$ cat config.mk
export PLATFORM = sky130hd
export DESIGN_NAME = freq_meter
export DESIGN_NICKNAME = d
export VERILOG_FILES = /design/src/rtl/freq_meter.sv
export SDC_FILE = /design/constraint.sdc
export NUM_CORES = 1
export LEC_CHECK = 0
export BUFFER_PORTS_ARGS = -buffer_cell sky130_fd_sc_hd__buf_2
export CORE_UTILIZATION = 55
export CTS_BUF_LIST = sky130_fd_sc_hd__clkbuf_4
export CTS_CLUSTER_SIZE = 25
export DETAILED_ROUTE_END_ITERATION = 7
export GPL_TIMING_DRIVEN = 1
export PLACE_DENSITY = 0.73
export SYNTH_ARGS = -nofsm -noshare
export SYNTH_HDL_FRONTEND = slang
export SYNTH_SLANG_ARGS = --single-unit
$ cat constraint.sdc
create_clock -name clk -period 3.2 [get_ports clk]
set_input_delay 0.48 -clock clk [delete_from_list [all_inputs] [get_ports clk]]
set_output_delay 0.48 -clock clk [all_outputs]
set_load 0.03 [all_outputs]
$ cat src/rtl/freq_meter.sv
// Frequency / period / high-time meter for a square wave that is asynchronous to clk.
// Edges are detected after a two-flop synchronizer and counted over a fixed gate window.
module freq_meter #(
    parameter int unsigned GATE_CYCLES = 100000000,
    parameter int unsigned CNT_W       = 32
) (
    input  logic             clk,
    input  logic             rst,
    input  logic             en,
    input  logic             sig_in,
    output logic [CNT_W-1:0] freq,
    output logic             freq_valid,
    output logic             no_signal,
    output logic [CNT_W-1:0] period,
    output logic             period_valid,
    output logic [CNT_W-1:0] high_time
);

    localparam int unsigned      GATE_W    = (GATE_CYCLES > 1) ? $clog2(GATE_CYCLES) : 1;
    localparam logic [GATE_W-1:0] GATE_LAST = GATE_W'(GATE_CYCLES - 1);
    localparam logic [CNT_W-1:0]  CNT_MAX   = '1;
    localparam logic [CNT_W-1:0]  CNT_ONE   = CNT_W'(1);

    function automatic logic [CNT_W-1:0] sat_inc(input logic [CNT_W-1:0] a, input logic inc);
        if (inc && (a != CNT_MAX))
            return a + CNT_ONE;
        return a;
    endfunction

    logic              sync_p0_q, sync_p1_q, sync_p2_q;
    logic              s, d, rise, fall;

    logic [GATE_W-1:0] gate_q, gate_d;
    logic [CNT_W-1:0]  edge_q, edge_d, edge_sum;
    logic [CNT_W-1:0]  per_q, per_d;
    logic [CNT_W-1:0]  hi_q, hi_d;
    logic              armed_q, armed_d;
    logic [CNT_W-1:0]  freq_q, freq_d;
    logic              nosig_q, nosig_d;
    logic              fv_q, fv_d;
    logic [CNT_W-1:0]  period_q, period_d;
    logic              pv_q, pv_d;
    logic [CNT_W-1:0]  high_q, high_d;

    // Synchronizer stages p0/p1 give s; p2 is the one-cycle-old copy used for edge detection.
    always_ff @(posedge clk or negedge rst) begin
        if (!rst) begin
            sync_p0_q <= 1'b0;
            sync_p1_q <= 1'b0;
            sync_p2_q <= 1'b0;
        end else begin
            sync_p0_q <= sig_in;
            sync_p1_q <= sync_p0_q;
            sync_p2_q <= sync_p1_q;
        end
    end

    assign s    = sync_p1_q;
    assign d    = sync_p2_q;
    assign rise = s & ~d;
    assign fall = ~s & d;

    always_comb begin
        gate_d   = gate_q;
        edge_d   = edge_q;
        per_d    = per_q;
        hi_d     = hi_q;
        armed_d  = armed_q;
        freq_d   = freq_q;
        nosig_d  = nosig_q;
        fv_d     = 1'b0;
        period_d = period_q;
        pv_d     = 1'b0;
        high_d   = high_q;
        edge_sum = sat_inc(edge_q, rise);

        if (en) begin
            // A rise in the last window cycle still belongs to the closing window.
            if (gate_q == GATE_LAST) begin
                freq_d  = edge_sum;
                nosig_d = (edge_sum == '0);
                fv_d    = 1'b1;
                edge_d  = '0;
                gate_d  = '0;
            end else begin
                edge_d  = edge_sum;
                gate_d  = gate_q + GATE_W'(1);
            end

            per_d = sat_inc(per_q, 1'b1);
            if (rise) begin
                if (armed_q) begin
                    period_d = per_q;
                    pv_d     = 1'b1;
                end
                armed_d = 1'b1;
                per_d   = CNT_ONE;
            end

            // armed doubles as "a rise was seen", so a high phase already running at enable is dropped.
            if (rise)
                hi_d = CNT_ONE;
            else if (s)
                hi_d = sat_inc(hi_q, 1'b1);
            if (fall && armed_q)
                high_d = hi_q;
        end else begin
            gate_d  = '0;
            edge_d  = '0;
            per_d   = '0;
            hi_d    = '0;
            armed_d = 1'b0;
        end
    end

    always_ff @(posedge clk or negedge rst) begin
        if (!rst) begin
            gate_q   <= '0;
            edge_q   <= '0;
            per_q    <= '0;
            hi_q     <= '0;
            armed_q  <= 1'b0;
            freq_q   <= '0;
            nosig_q  <= 1'b0;
            fv_q     <= 1'b0;
            period_q <= '0;
            pv_q     <= 1'b0;
            high_q   <= '0;
        end else begin
            gate_q   <= gate_d;
            edge_q   <= edge_d;
            per_q    <= per_d;
            hi_q     <= hi_d;
            armed_q  <= armed_d;
            freq_q   <= freq_d;
            nosig_q  <= nosig_d;
            fv_q     <= fv_d;
            period_q <= period_d;
            pv_q     <= pv_d;
            high_q   <= high_d;
        end
    end

    assign freq         = freq_q;
    assign freq_valid   = fv_q;
    assign no_signal    = nosig_q;
    assign period       = period_q;
    assign period_valid = pv_q;
    assign high_time    = high_q;

endmodule

## Word-level counts from Yosys, hierarchy flattened

Cells that the tools add are included.

| word-level totals | value |
|---|---|
| register bits after elaboration | 226 |
| input bits | 4 |
| output and inout port bits | 99 |
| word-level logic and storage cells | 66 |

| operators by class | value |
|---|---|
| $add $sub $neg | 4 |
| equality and inequality tests | 8 |
| muxes and demuxes | 29 |
| bitwise operators | 4 |
| reduce and logical (&&, ||, !) cells | 7 |

Operators with widths:

| operator | count |
|---|---|
| 2-to-1 mux 32 bit | 13 |
| adder 32 x 1 -> 32 bit, second input constant | 3 |
| inequality test 32 bit, second input constant | 3 |
| 2-to-1 mux 27 bit | 2 |
| zero test 32 bit | 1 |
| adder 27 x 1 -> 27 bit, second input constant | 1 |
| == test 27 bit, second input constant | 1 |
| 2-to-1 mux 1 bit | 14 |
| inequality test 3 x 1 -> 1 bit, second input constant | 3 |
| AND reduction 2 bit | 3 |
| AND reduction 3 bit | 1 |
| bitwise AND 1 bit | 2 |
| logical AND 1 bit | 2 |
| inequality test 2 x 1 -> 1 bit, second input constant | 1 |
| NOT 1 bit | 2 |

## Logic depth before layout (Yosys ltp)

Gate-level depths: netlist of run 1.

| depth | value |
|---|---|
| word-level depth | 9 |
| gate-level depth with buffers | 11 |
| mapped depth without buffers | 9 |

## Worst setup path before layout of run 1

No wires, ideal clock.

| timing path | value |
|---|---|
| path type | reg-to-reg |
| start point | reg edge_q[0] |
| end point | reg nosig_q, in the netlist no_signal |
| setup time | 0.076 ns |
| data arrival time | 2.659 ns |
| data required time | 3.124 ns |
| slack | 0.464 ns |
| stages on the path, launching flop included | 11 |
| buffers on the path | 1 |
| clock period less this slack | 2.736 ns |
| cell sequence | dfrtp_1 ha_1 nand3_1 or3_1 clkbuf_1 or4b_1 mux2i_1 nand3_1 nor4_1 nand4_1 o21ai_1 |

| between the ends | value |
|---|---|
| word-level cells in the longest chain between the ends | 5 |
| elaborated cells on any way between the ends | 7 |
| classes of those cells | add/sub (1); eq/ne (1); mux (3); reduce/logical (2) |

RTL lines:

| element | RTL line | source |
|---|---|---|
| start: declaration | 34 | `logic [CNT_W-1:0] edge_q, edge_d, edge_sum;` |
| start signal: assignment | 131 | `edge_q <= edge_d;` |
| branches (longest 3 deep; another with adder 32 x 1 -> 32 bit) | -- |  |
| 2-to-1 mux 32 bit * | 27 | `return a;` |
| zero test 32 bit * | 81 | `nosig_d = (edge_sum == '0);` |
| end signal: assignment | 136 | `nosig_q <= nosig_d;` |
| end: declaration | 39 | `logic nosig_q, nosig_d;` |

Mark *: on every way between the ends. The select of a mux whose other input is x is not followed.
A chain may end at the register's enable or synchronous reset.

## Worst setup path after layout of run 1

| timing path | value |
|---|---|
| start point | reg edge_q[26] |
| end point | reg nosig_q, in the netlist no_signal |

The elaborated chain is that of the path after synthesis.

==> results by group, run 1 <==
Status
  • Status: complete, but fails checks
  • Violated checks: design-rule violations

Floorplanning
  • Die span in x: ~140 um
  • Ports: 103
  • Placeable core area: 18090 um2
  • Full die area: roughly 19000 um2
  • Std-Cell Rows: 49
  • Initial Util: 56.51%
  • Die Span Y: roughly 140 um

Setup path
  • FF-to-FF path depth: 9
  • CP top delay family: simple AND/OR/NAND/NOR gates
  • Slowest stage delay, CP: 0.56 ns
  • Worst setup EP type: flip-flop
  • Startpoint Class: flip-flop
  • Crit Path Category: reg -> reg
  • Max Fanout on Critical Path: 8
  • Critical-path cell list: and4_1 -> nand4_1 -> buf_4 -> o31ai_2 -> nor3_1 -> xnor2_1 -> nand3_1 -> or4_1 -> o21ai_1
  • Worst r2r src: edge_q[26]
  • CP arrival: 3.57 ns
  • Setup crit start: edge_q[26]
  • CP bufs+invs: 1
  • Critical R2R Capture: no_signal
  • Required @ worst endpoint: 3.75 ns
  • Crit-path slowest cell: o31ai_2
  • R2R Setup Slk: 0.18 ns

Finish
  • Layout cells sized above 1: 24.42%
  • Post-Layout Cell Count: 1385
  • Final nets: roughly 1100
  • Syn-to-layout area delta: 14.97%
  • Fillers: 1482
  • Final Util: 64.97%

Global route
  • Grt total ovfl: 0
  • Global-route wire length before repair: between 30000 and 40000 um
  • Largest net degree at the start of global routing: 88
  • Vias in the first global route: 7380
  • GRT Util Overall: 23.63%
  • Initial antenna violation count: 1

Clocking
  • Clock Sinks: 226
  • Root buffer cell: clkbuf_4
  • Worst skew pair latency: 0.67 ns
  • Clock buffer count from CTS: 56
  • H-tree Lvls: 2
  • Clock transition at the registers of the reported paths: approximately 0.06 ns
  • CTS tree: done
  • CTS max path bufs: 3

Synth
  • Syn Std Cell Area: about 10000 um2
  • Synth top area cells: dfrtp_1, mux2_2, xor2_1
  • Top cells by count, synth: dfrtp_1, nor2_1, nand2_1
  • Count leader, synth: dfrtp_1
  • Synthesized Nets: around 980
  • Dominant cell type by area after synthesis: dfrtp_1
  • Synth Register Bits: between 200 and 250
  • Post-synth EDFFs: 0
  • Synth unique cells: 50
  • Synthesized instance count: around 980
  • Number of synthesis warnings: 0
  • Post-synthesis async set-or-reset flop share: 100.0%
  • Seq/Total Area, Yosys: a little under three fifths
  • Synth Flop Type: dfrtp_1
  • Synthesized area per cell: roughly 10 um2
  • Post-synth top area share: 55.34%

Timing
  • Fin crit share: 94.26%
  • Min Tclk post-route: approximately 3 ns
  • Fmax: 331.5 MHz
  • Slew HR: 40.86%
  • Final Setup Violations: 0
  • Worst Tran Pin Value: 0.8840 ns
  • Hold Fails Final Rpt: 0
  • Clk_skew: 0.04893 ns
  • Hold WS: 0.2629 ns
  • Worst setup margin: approximately 0.18 ns
  • Fin. max-slew vios: 0

Placed design
  • Routability Congestion: 0.8885
  • Post-DP HPWL: 14570 um
  • Port Buffer Count: 102
  • Post-placement worst setup slack: 0.1789 ns
  • Inst Count DP: between 1000 and 1500

Power
  • Pwr/cell area: 450.3 nW/um2
  • Comb pwr share: 3.9%
  • Internal power: between 4000 and 5000 uW
  • Psw: 1267 uW
  • Clock power share: 41.2%
  • Leakage: 0.005624 uW
  • Register share of total power: a little over half
  • Switching Share: 23.95%
  • Max IR drop VDD: 0.2573 mV

Flow run
  • Max cap viols: 0

Detailed routing
  • DRT Pass-1 Iters: 8
  • Routed via count: around 7600
  • ANT nets after route: 0
  • Iter 0 DRT Violations: 508
  • Via density: 5.465
  • Total Wirelength: roughly 21000 um
  • Routed WL per cell: 15.39 um
  • Drt drc: 16

Hold path
  • WHS Path Cells: 3
  • Hold Crit Endpoint: freq_valid
  • Hold path start: en
  • Hold Crit Class: in -> reg
## how the worst max path moves through the flow
| stage | end | depth (start not counted) |
|---|---|---|
| 2_1_floorplan | no_signal | 10 |
| 3_3_place_gp | no_signal | 10 |
| 3_5_place_dp | no_signal | 10 |
| 6_report | no_signal | 9 |
| 5_1_grt | hi_q[14] | 9 |
| 4_1_cts | no_signal | 10 |
## power by group through the flow
stage | combinational (uW) | sequential (uW) | clock (uW)
after floorplan | 80.8 | 2970 | 0
after global placement | 209 | 2960 | 0
after detailed placement | 211 | 2960 | 0
after CTS | 214 | 2900 | 2260
after global routing | 236 | 2900 | 2420
final | 208 | 2900 | 2180
## cells by family (layout without fill, tap and decap cells)
| kind of cell | Yosys count | count (layout) | share of synthesized area (%) |
|---|---|---|---|
| flip-flops | 226 | 226 | 55.34 |
| XOR/XNOR | 97 | 97 | 8.313 |
| buffers and inverters | 48 | 228 | 1.873 |
| multiplexers | 69 | 69 | 7.529 |
| adder cells (fa/ha/maj) | 4 | 4 | 0.4897 |
| AO/OA/AOI/OAI | 97 | 97 | 5.791 |
| other | 0 | 1 | 0 |
| AND/OR/NAND/NOR | 434 | 434 | 20.67 |
## cell usage in the layout, fill, tap and decap left out, drive strengths merged, types with 18 or more instances in the layout
| cell type | Yosys | routed |
|---|---|---|
| and3 | 21 | 21 |
| buf | 5 | 126 |
| clkbuf | 33 | 76 |
| dfrtp | 226 | 226 |
| mux2 | 63 | 63 |
| nand2 | 100 | 100 |
| nand3 | 53 | 53 |
| nand4 | 31 | 31 |
| nor2 | 141 | 141 |
| nor3 | 18 | 18 |
| o21ai | 57 | 57 |
| xnor2 | 32 | 32 |
| xor2 | 65 | 65 |
## registers in the layout, summed over array words and instances, names as in the netlist, 27 cells and up
signal and flops:
period 32, gate_q 27, per_q 32, hi_q 32
edge_q 32, high_time 32, freq 32
## through the flow
| step | setup TNS (ns) | instance area (um2) | total power [uW] |
|---|---|---|---|
| after floorplan | 0 | 10220 | 3053 |
| after global placement | 0 | 11080 | 3165 |
| after detailed placement | 0 | 11080 | 3167 |
| after CTS | 0 | 11730 | 5377 |
| after global routing | -0.009520 | 11750 | 5560 |
| final | 0 | 11750 | 5290 |
## repair_timing
item                                    4_1_cts  5_1_grt
endpoints found under the setup margin        0        3
hold buffers                                  2        0
gates resized for setup                       0        4
setup buffers                                 0        1
endpoints found under the hold margin        85        0
## final cells by class
type	instances	area [um2]	area share [%]
multi-input cells	701	4389	37.35
well taps	229	286.5	2.439
clock inverters	14	61.31	0.5218
inverters	10	37.54	0.3195
clock buffers	76	570.5	4.856
repair buffers	128	745.7	6.347
flip-flops and latches	226	5657	48.14
diodes	1	2.502	0.02130
## worst min-delay path, cell delays in order
cell and delay [ns]:
buf_2 0.21, nand2_1 0.11, nor3_1 0.05
## layer usage
layer	vias up	share of wire, %	track usage (%)
met5	-	0	0
met4	0	2.0	8.043
met3	36	5.0	5.438
met2	172	44	34.46
met1	3639	49	34.84
li1	3722	-	-
Note: power is estimated with default switching activity, not from simulation.
==> run 2, diff against run 1 <==
- PLACE_DENSITY: 0.73 -> 0.76
- clock period: 3.2 -> 2.59 ns (I/O delays scaled with it)
==> results by group, run 2 (synthesis results as in run 1) <==
Status
  • Status: complete, but fails checks
  • Violated checks: design-rule violations

Timing
  • Clk_skew: 0.06156 ns (+0.01264 ns)
  • Hold Fails Final Rpt: 0 (unchanged)
  • Fin. max-slew vios: 0 (unchanged)
  • Worst setup margin: 0.04933 ns (-0.1342 ns)
  • Fmax: 393.6 MHz (+19%)
  • Final Setup Violations: 0 (unchanged)
  • Slew HR: 57.94% (+17 points)
  • Fin crit share: 98.10% (+3.8 points)
  • Worst Tran Pin Value: 0.6308 ns (-0.2531 ns)
  • Setup TNS: 0 ns (unchanged)
  • RSZ-0062 raised after global routing: yes
  • Min Tclk post-route: 2.541 ns (-0.4758 ns)

Detailed routing
  • Routed WL per cell: 15.71 um (+2.1%)
  • Total Wirelength: 22980 um (+7.8%)
  • DRT Pass-1 Iters: 8 (unchanged)
  • Via density: 5.512 (+0.86%)
  • Drt drc: 19 (+3)
  • ANT nets after route: 0 (unchanged)
  • Routed via count: 8064 (+6.5%)
  • Iter 0 DRT Violations: 418 (-18%)

Clocking
  • Clock buffer count from CTS: 55 (-1.8%)
  • CTS max path bufs: 3 (unchanged)
  • Clock Sinks: 226 (unchanged)
  • Root buffer cell: clkbuf_4
  • H-tree Lvls: 2 (unchanged)
  • CTS tree: done
  • Worst skew pair latency: 0.69 ns (+0.02 ns)
  • Clock transition at the registers of the reported paths: 0.07 ns (about the same)

Global route
  • Initial antenna violation count: 1 (unchanged)
  • Vias in the first global route: 7856 (+6.4%)
  • GRT Util Overall: 24.62% (+0.99 points)
  • Global-route wire length before repair: 38500 um (+3.9%)
  • Grt total ovfl: 0 (unchanged)
  • Largest net degree at the start of global routing: 83 (-5.7%)

Floorplanning
  • Initial Util: 56.51% (unchanged)
  • Full die area: 19130 um2 (unchanged)
  • Die Span Y: 138.3 um (unchanged)
  • Placeable core area: 18090 um2 (unchanged)
  • Std-Cell Rows: 49 (unchanged)
  • Die span in x: 138.3 um (unchanged)
  • Ports: 103 (unchanged)

Power
  • Leakage: 0.006152 uW (+9.4%)
  • Pwr/cell area: 526.3 nW/um2 (+17%)
  • Max IR drop VDD: 0.3401 mV (+32%)

Placed design
  • Post-placement worst setup slack: -0.06793 ns (-0.2468 ns)
  • Port Buffer Count: 102 (unchanged)
  • Routability Congestion: 0.8872 (-0.15%)
  • Placed cell area: 11620 um2 (+4.9%)
  • Post-DP HPWL: 15820 um (+8.6%)

Setup path
  • R2R Setup Slk: 0.05 ns (-0.13 ns)
  • Max Fanout on Critical Path: 4 (-4)
  • Worst r2r src: d
  • Setup crit start: d
  • Required @ worst endpoint: 3.17 ns (-0.58 ns)
  • CP arrival: 3.12 ns (-0.45 ns)
  • Crit Path Category: reg -> reg
  • Startpoint Class: flip-flop
  • Worst setup EP type: flip-flop

Finish
  • Register Area: 5658 um2 (about the same)
  • Final nets: 1209 (+6.9%)
  • Syn-to-layout area delta: 23.36%
  • Final Util: 69.71% (+4.7 points)
  • Fillers: 1397 (-5.7%)
  • Layout cells sized above 1: 32.06% (+7.6 points)
  • Commonest non-fill, non-tap cell in the layout: dfrtp_1
  • Commonest non-fill, non-tap cells in the layout: dfrtp_1, nor2_1, buf_2
  • Multi-input logic area: 4621 um2 (+5.3%)
  • Finished Cell Area: 12610 um2 (+7.3%)

Flow run
  • Max cap viols: 0 (unchanged)

Hold path
  • Hold path start: en
  • Hold Crit Class: in -> reg
## run 2: layout make-up
| class | count | share of cell area, % |
|---|---|---|
| tap | 229 | 2.273 |
| sequential | 226 | 44.88 |
| antenna | 2 | 0.03970 |
| multi-input combinational | 701 | 36.65 |
| inverter | 10 | 0.2977 |
| clock buffer | 81 | 4.823 |
| clock inverter | 7 | 0.2878 |
| timing repair buffer | 207 | 10.75 |
## run 2: critical path, stage by stage, from the launching register on
cell	delay, ns
dfrtp_1	0.39
buf_4	0.15
nand4b_1	0.22
nor4_1	0.29
o211ai_1	0.12
buf_4	0.18
nor3_4	0.15
xnor2_2	0.17
o2111ai_2	0.13
or4_1	0.54
o21ai_1	0.12
## run 2: final timing paths
check                                      to  cells past startpoint
max in group asynchronous       high_time[18]                      3
min in group asynchronous           no_signal                      2
worst min-delay path               freq_valid                      3
worst max-delay path                no_signal                     10
worst max register to register      no_signal                     10
worst min register to register              s                      0
## run 2: power by group
group / leakage, uW / internal, uW / switching (uW)
clock: 0.000392 / 1420 / 1340
sequential: 0.00314 / 3560 / 20.4
combinational: 0.00262 / 92.9 / 207
## run 2: metrics by stage
stage	hold WS, ns	total power, uW	std cells
4_1_cts	0.08356	6723	1451
2_1_floorplan	0.09291	3777	975
6_report	0.1181	6635	1463
3_5_place_dp	0.3825	3936	1357
3_3_place_gp	0.3840	3930	1357
5_1_grt	0.08081	6939	1463
## run 2: what timing repair did
action / in CTS / in global routing
hold buffers: 2 / 0
resized for setup: 0 / 37
setup buffers: 4 / 10
pin swaps: 2 / 12
hold endpoints to repair: 77 / 0
setup endpoints to repair: 1 / 27
## run 2: layer usage
| layer | track usage, % | routed length (um) | up-vias |
|---|---|---|---|
| li1 | - | - | 3884 |
| met1 | 34.08 | 10660 | 3935 |
| met2 | 38.82 | 10810 | 204 |
| met3 | 5.334 | 1099 | 41 |
| met4 | 8.043 | 416 | 0 |
| met5 | 0 | 0 | - |
